### src/rtl/collision_detector.sv
// Collision judge: counts per-frame dino/danger overlap pixels and latches a
// sticky collision after CONFIRM consecutive frames reach THRESH overlap pixels.
module collision_detector #(
  parameter int unsigned   H_TOTAL     = 800,
  parameter int unsigned   V_TOTAL     = 525,
  parameter logic [11:0]   TRANSPARENT = 12'hFFF,
  parameter int unsigned   THRESH      = 4,
  parameter int unsigned   CONFIRM     = 2
) (
  input  logic        clk,
  input  logic        rst,
  input  logic        pix_en,
  input  logic        valid,
  input  logic [9:0]  h_cnt,
  input  logic [9:0]  v_cnt,
  input  logic [11:0] dino_rgb,
  input  logic [11:0] danger_rgb,
  input  logic [1:0]  game_state,
  output logic        is_colision,
  output logic        hit_pulse,
  output logic [9:0]  frame_ovl
);

  localparam logic [9:0] HLast     = 10'(H_TOTAL - 1);
  localparam logic [9:0] VLast     = 10'(V_TOTAL - 1);
  localparam logic [9:0] Thresh    = 10'(THRESH);
  localparam logic [2:0] Confirm   = 3'(CONFIRM);
  localparam logic [9:0] CntMax    = 10'h3FF;

  localparam logic [1:0] GsPlay    = 2'd1;
  localparam logic [1:0] GsOver    = 2'd2;

  typedef enum logic [1:0] {
    StDisarmed = 2'd0,
    StArmed    = 2'd1,
    StHit      = 2'd2
  } state_e;

  state_e     state_q, state_d;
  logic [9:0] ovl_cnt_q, ovl_cnt_d;
  logic [2:0] consec_q, consec_d;
  logic [9:0] frame_ovl_q, frame_ovl_d;
  logic       is_col_q, is_col_d;
  logic       hit_pulse_q, hit_pulse_d;

  logic       ovl_px;
  logic       frame_end;
  logic [9:0] cnt_inc;
  logic       frame_hit;
  logic [2:0] consec_inc;
  logic       gs_play;
  logic       gs_over;
  logic       gs_idle;

  // Per-pixel decode: overlap pixel, frame-end strobe and saturating count.
  always_comb begin
    ovl_px     = pix_en && valid && (dino_rgb != TRANSPARENT) && (danger_rgb != TRANSPARENT);
    frame_end  = pix_en && (h_cnt == HLast) && (v_cnt == VLast);
    // cnt_inc already folds in the frame-end pixel, so it is also the frame total
    cnt_inc    = (ovl_px && (ovl_cnt_q != CntMax)) ? ovl_cnt_q + 10'd1 : ovl_cnt_q;
    frame_hit  = (cnt_inc >= Thresh);
    consec_inc = consec_q + 3'd1;
    gs_play    = (game_state == GsPlay);
    gs_over    = (game_state == GsOver);
    // reserved encoding 3 behaves like IDLE
    gs_idle    = !gs_play && !gs_over;
  end

  // Next-state logic; a game_state change takes priority over a frame end.
  always_comb begin
    state_d     = state_q;
    ovl_cnt_d   = ovl_cnt_q;
    consec_d    = consec_q;
    frame_ovl_d = frame_ovl_q;
    is_col_d    = is_col_q;
    hit_pulse_d = 1'b0;

    unique case (state_q)
      StDisarmed: begin
        ovl_cnt_d = 10'd0;
        consec_d  = 3'd0;
        is_col_d  = 1'b0;
        if (gs_play) begin
          state_d = StArmed;
        end
      end

      StArmed: begin
        if (gs_idle) begin
          state_d   = StDisarmed;
          ovl_cnt_d = 10'd0;
          consec_d  = 3'd0;
          is_col_d  = 1'b0;
        end else if (gs_over) begin
          // game over decided elsewhere: go sticky without announcing a hit
          state_d  = StHit;
          is_col_d = 1'b1;
        end else if (frame_end) begin
          frame_ovl_d = cnt_inc;
          ovl_cnt_d   = 10'd0;
          if (frame_hit) begin
            consec_d = consec_inc;
            if (consec_inc >= Confirm) begin
              state_d     = StHit;
              is_col_d    = 1'b1;
              hit_pulse_d = 1'b1;
            end
          end else begin
            consec_d = 3'd0;
          end
        end else begin
          ovl_cnt_d = cnt_inc;
        end
      end

      StHit: begin
        if (gs_idle) begin
          state_d   = StDisarmed;
          ovl_cnt_d = 10'd0;
          consec_d  = 3'd0;
          is_col_d  = 1'b0;
        end else begin
          // consec frozen; overlap counting continues so frame_ovl stays live
          is_col_d = 1'b1;
          if (frame_end) begin
            frame_ovl_d = cnt_inc;
            ovl_cnt_d   = 10'd0;
          end else begin
            ovl_cnt_d = cnt_inc;
          end
        end
      end

      default: begin
        state_d   = StDisarmed;
        ovl_cnt_d = 10'd0;
        consec_d  = 3'd0;
        is_col_d  = 1'b0;
      end
    endcase
  end

  // State and output registers with asynchronous active-low reset.
  always_ff @(posedge clk or negedge rst) begin
    if (!rst) begin
      state_q     <= StDisarmed;
      ovl_cnt_q   <= 10'd0;
      consec_q    <= 3'd0;
      frame_ovl_q <= 10'd0;
      is_col_q    <= 1'b0;
      hit_pulse_q <= 1'b0;
    end else begin
      state_q     <= state_d;
      ovl_cnt_q   <= ovl_cnt_d;
      consec_q    <= consec_d;
      frame_ovl_q <= frame_ovl_d;
      is_col_q    <= is_col_d;
      hit_pulse_q <= hit_pulse_d;
    end
  end

  assign is_colision = is_col_q;
  assign hit_pulse   = hit_pulse_q;
  assign frame_ovl   = frame_ovl_q;

endmodule

### config.mk
export PLATFORM = sky130hd
export DESIGN_NAME = collision_detector
export DESIGN_NICKNAME = d
export VERILOG_FILES = /design/src/rtl/collision_detector.sv
export SDC_FILE = /design/constraint.sdc
export NUM_CORES = 1
export LEC_CHECK = 0
export BUFFER_PORTS_ARGS = -buffer_cell sky130_fd_sc_hd__clkbuf_2
export CAP_MARGIN = 30
export CORE_MARGIN = 4
export CORE_UTILIZATION = 46
export CTS_CLUSTER_SIZE = 28
export DETAILED_ROUTE_END_ITERATION = 8
export HOLD_SLACK_MARGIN = 0.15
export PLACE_DENSITY_LB_ADDON = 0.25
export REMOVE_ABC_BUFFERS = 1
export SLEW_MARGIN = 15
export SYNTH_ARGS = -nofsm -noshare
export SYNTH_HDL_FRONTEND = slang
export SYNTH_SLANG_ARGS = --single-unit
### constraint.sdc
create_clock -name clk -period 7.15 [get_ports clk]
set_input_delay 0.3575 -clock clk [delete_from_list [all_inputs] [get_ports clk]]
set_output_delay 0.3575 -clock clk [all_outputs]
set_load 0.02 [all_outputs]
==> results.toml <==
[setup_path]
reg2reg_from = "ovl_cnt_q[0]$_DFFE_PN0N_"
critical_path_arrival_ps = 2990
reg2regPathDepth = 9
critical_path_required_ps = 7320
worst_setup_path_end_kind = "flop"
crit-reg2reg-capture = "is_colision$_DFFE_PN0P_"
kind_of_critical_path = "reg2reg"
worst-path-max-fanout = 8
worst-r2r-setup-slack_ps = 4330
cp_startpoint_kind = "flop"

[layout]
antenna_diode_count = 0
drive_gt1_share_pct = 34.50
layout_overhead_on_the_synthesized_area_pct = 20.28
fin_util_pct = 59.59
nets = 319
finalInstanceArea_sq_um = 2263

[logic_synthesis]
synth.top_cell.area_share_pct = 35.90
synthesis.area_per_instance_sq_um = 9.504
synthDominantAreaCellType = "dfrtp_1"
post_synth_num_cell_types = 53
top_flip_flop_cell_by_instance_count_after_synthesis = "dfrtp_1"
synth-async-reset-ratio_pct = 100.0
warnings_from_yosys = 0
post_synthesis_instance_total = 198
syn_area_sq_um = 1882
ys_seq_elements = 27
yosys-top-cells-count = "27 x dfrtp_1, 16 x nand2_1, 15 x a21oi_1"
edff_count_synth = 0
yosysMostFrequentCell = "dfrtp_1"
netlist_top_cells_area = "dfrtp_1 36%, ha_1 6.6%, a21oi_1 4.0%"
synth.yosys.seq_area_share_pct = 35.90

[drt]
routed_via_density = 5.507
route.final.wire_length_microns = 4281
drt_drc_violations_left = 0
vias = 1685
detail-route-antenna-nets = 0
number_of_detailed_routing_iterations_run_before_antenna_repair = 4
avgRoutedWirePerCell_microns = 13.99
first_iter_violations = 63

[run_status]
outcome = "completed"

[placement]
io_buffer_count = 61
gp_congestion = 0.8571
dp_hpwl_microns = 3494
placed_area_sq_um = 2197
pre_cts_ws_ps = 4400

[die]
die_height_microns = 71.96
initial_standard_cell_utilization_of_the_core_pct = 49.54
io-pin-count = 62
design.core.area_sq_um = 3799
std_cell_rows = 22
die_area_sq_um = 5178
die_width_microns = 71.96

[sta]
timing.setup.tns_ps = 0
setup_repair_after_global_routing_missed_its_margin = "false"
max_slew.worst_pin.slew_ps = 683.7
worst_clock_skew_ps = 3.351
postLayoutSetupSlackWorst_ps = 4333
max_slew_margin_pct = 53.94
period_needed_ps = 2817
timing.final.hold_violations = 0
finalSetupViolations = 0
fmax_mhz = 355.0
final_max_slew_viol_count = 0
min_period_over_period_pct = 39.40

[hold_path]
min_delay_path_depth = 4
min_delay_worst_endpoint = "hit_pulse$_DFF_PN0_"
path_type_of_the_worst_min_delay_path = "in2reg"
hold_path.startpoint = "h_cnt[5]"

[global_route]
globalRouteOverflowTotal = 0
groute.usage.overall_pct = 17.00
grt_pass1_vias = 1660
grt_start_max_net_pins = 28
grt_first_pass_wirelength_microns = 7134
grt_antenna_before_repair = 0

[clocking]
cts_root_buffer = "clkbuf_8"
cts_sinks = 27
insertion_delay_ps = 280
cts_tree = "built"
cts_htree_levels = 1
cts.reportedPaths.clkPinSlew_ps = 100
cts_made_buffers = 3
clockBufferDepth = 2
post_cts_buffers = 0

[run]
maxCapViolations = 0

[power]
power_leakage_nw = 1.089
power_density_nw_per_um2 = 181.6
ir_worst_vdd_mv = 0.1805
-- cell type report --
class	count	area, sq um
fillers	328	1535
clock inverters	1	7.507
clock buffers	3	41.29
repair buffers	63	322.8
flip-flops and latches	27	675.6
multi-input cells	155	1122
inverters	9	33.78
well taps	48	60.06
-- power by group --
part           leakage (nW)  internal (W)  switching, W
sequential            0.373      0.000162    0.00000668
combinational         0.694     0.0000586     0.0000921
clock                0.0217     0.0000397     0.0000515
total                  1.09      0.000261      0.000150
-- worst max-delay path by stage --
| stage | startpoint | cells past startpoint | to |
|---|---|---|---|
| after floorplan | ovl_cnt_q[0]$_DFFE_PN0N_ | 9 | is_colision$_DFFE_PN0P_ |
| after global placement | ovl_cnt_q[0]$_DFFE_PN0N_ | 9 | is_colision$_DFFE_PN0P_ |
| after detailed placement | ovl_cnt_q[0]$_DFFE_PN0N_ | 9 | is_colision$_DFFE_PN0P_ |
| after CTS | ovl_cnt_q[0]$_DFFE_PN0N_ | 9 | is_colision$_DFFE_PN0P_ |
| after global routing | ovl_cnt_q[0]$_DFFE_PN0N_ | 9 | is_colision$_DFFE_PN0P_ |
| final | ovl_cnt_q[0]$_DFFE_PN0N_ | 9 | is_colision$_DFFE_PN0P_ |
-- critical path, cell delays in order (launching register included) --
cell       delay [ps]
dfrtp_1           440
ha_1              280
and3_1            190
and4_4            210
nor3_2            380
a21oi_1           200
a2111oi_4         420
a21oi_2           120
o21ai_2           140
mux2_1            320
-- layer usage --
metal,up-vias,routed length [microns],GRT usage [%]
met3,2,242,4.017
li1,847,-,-
met2,45,2084,30.10
met4,0,9,1.879
met5,-,0,0
met1,791,1944,21.69
-- what timing repair did --
action                    in CTS  in global routing
gates resized for setup        0                  0
hold endpoints to repair      27                  0
hold buffers                   1                  0
-- logic make-up (layout without fill, tap and decap cells) --
group,after synthesis,after routing,share of synthesized area [%]
flip-flops,27,27,35.90
AND/OR/NAND/NOR,80,80,25.86
multiplexers,5,5,2.793
buffers and inverters,16,76,4.454
XOR/XNOR,11,11,5.120
adder cells (fa/ha/maj),10,10,6.649
AO/OA/AOI/OAI,49,49,19.22
-- flip-flops by register name, summed over array words and instances, names as in the netlist --
signal,count
is_colision,1
hit_pulse,1
state_q,2
ovl_cnt_q,10
frame_ovl,10
consec_q,3
-- per-stage QoR --
stage          power [W]  cells  hold slack (ps)
2_1_floorplan  0.0002768    191            61.91
3_3_place_gp   0.0003196    300            424.5
3_5_place_dp   0.0003227    300            431.4
4_1_cts        0.0004149    305            504.2
5_1_grt        0.0004380    306            559.9
6_report       0.0004109    306            506.8
-- cell usage in the layout, fill, tap and decap left out, types with 3 or more instances in the layout --
cell type / n
nand3_1: 5
mux2i_1: 3
xnor2_1: 5
nor3_2: 3
clkbuf_8: 3
clkbuf_2: 61
dfrtp_1: 27
nor4_1: 3
nor2_1: 14
ha_1: 10
o31ai_1: 6
nand4_1: 12
a21oi_1: 15
xor2_1: 6
o21ai_0: 12
inv_1: 9
nand2_1: 16
nor2b_1: 3
and3_2: 3
No activity file was read; power rests on OpenSTA's default activity.
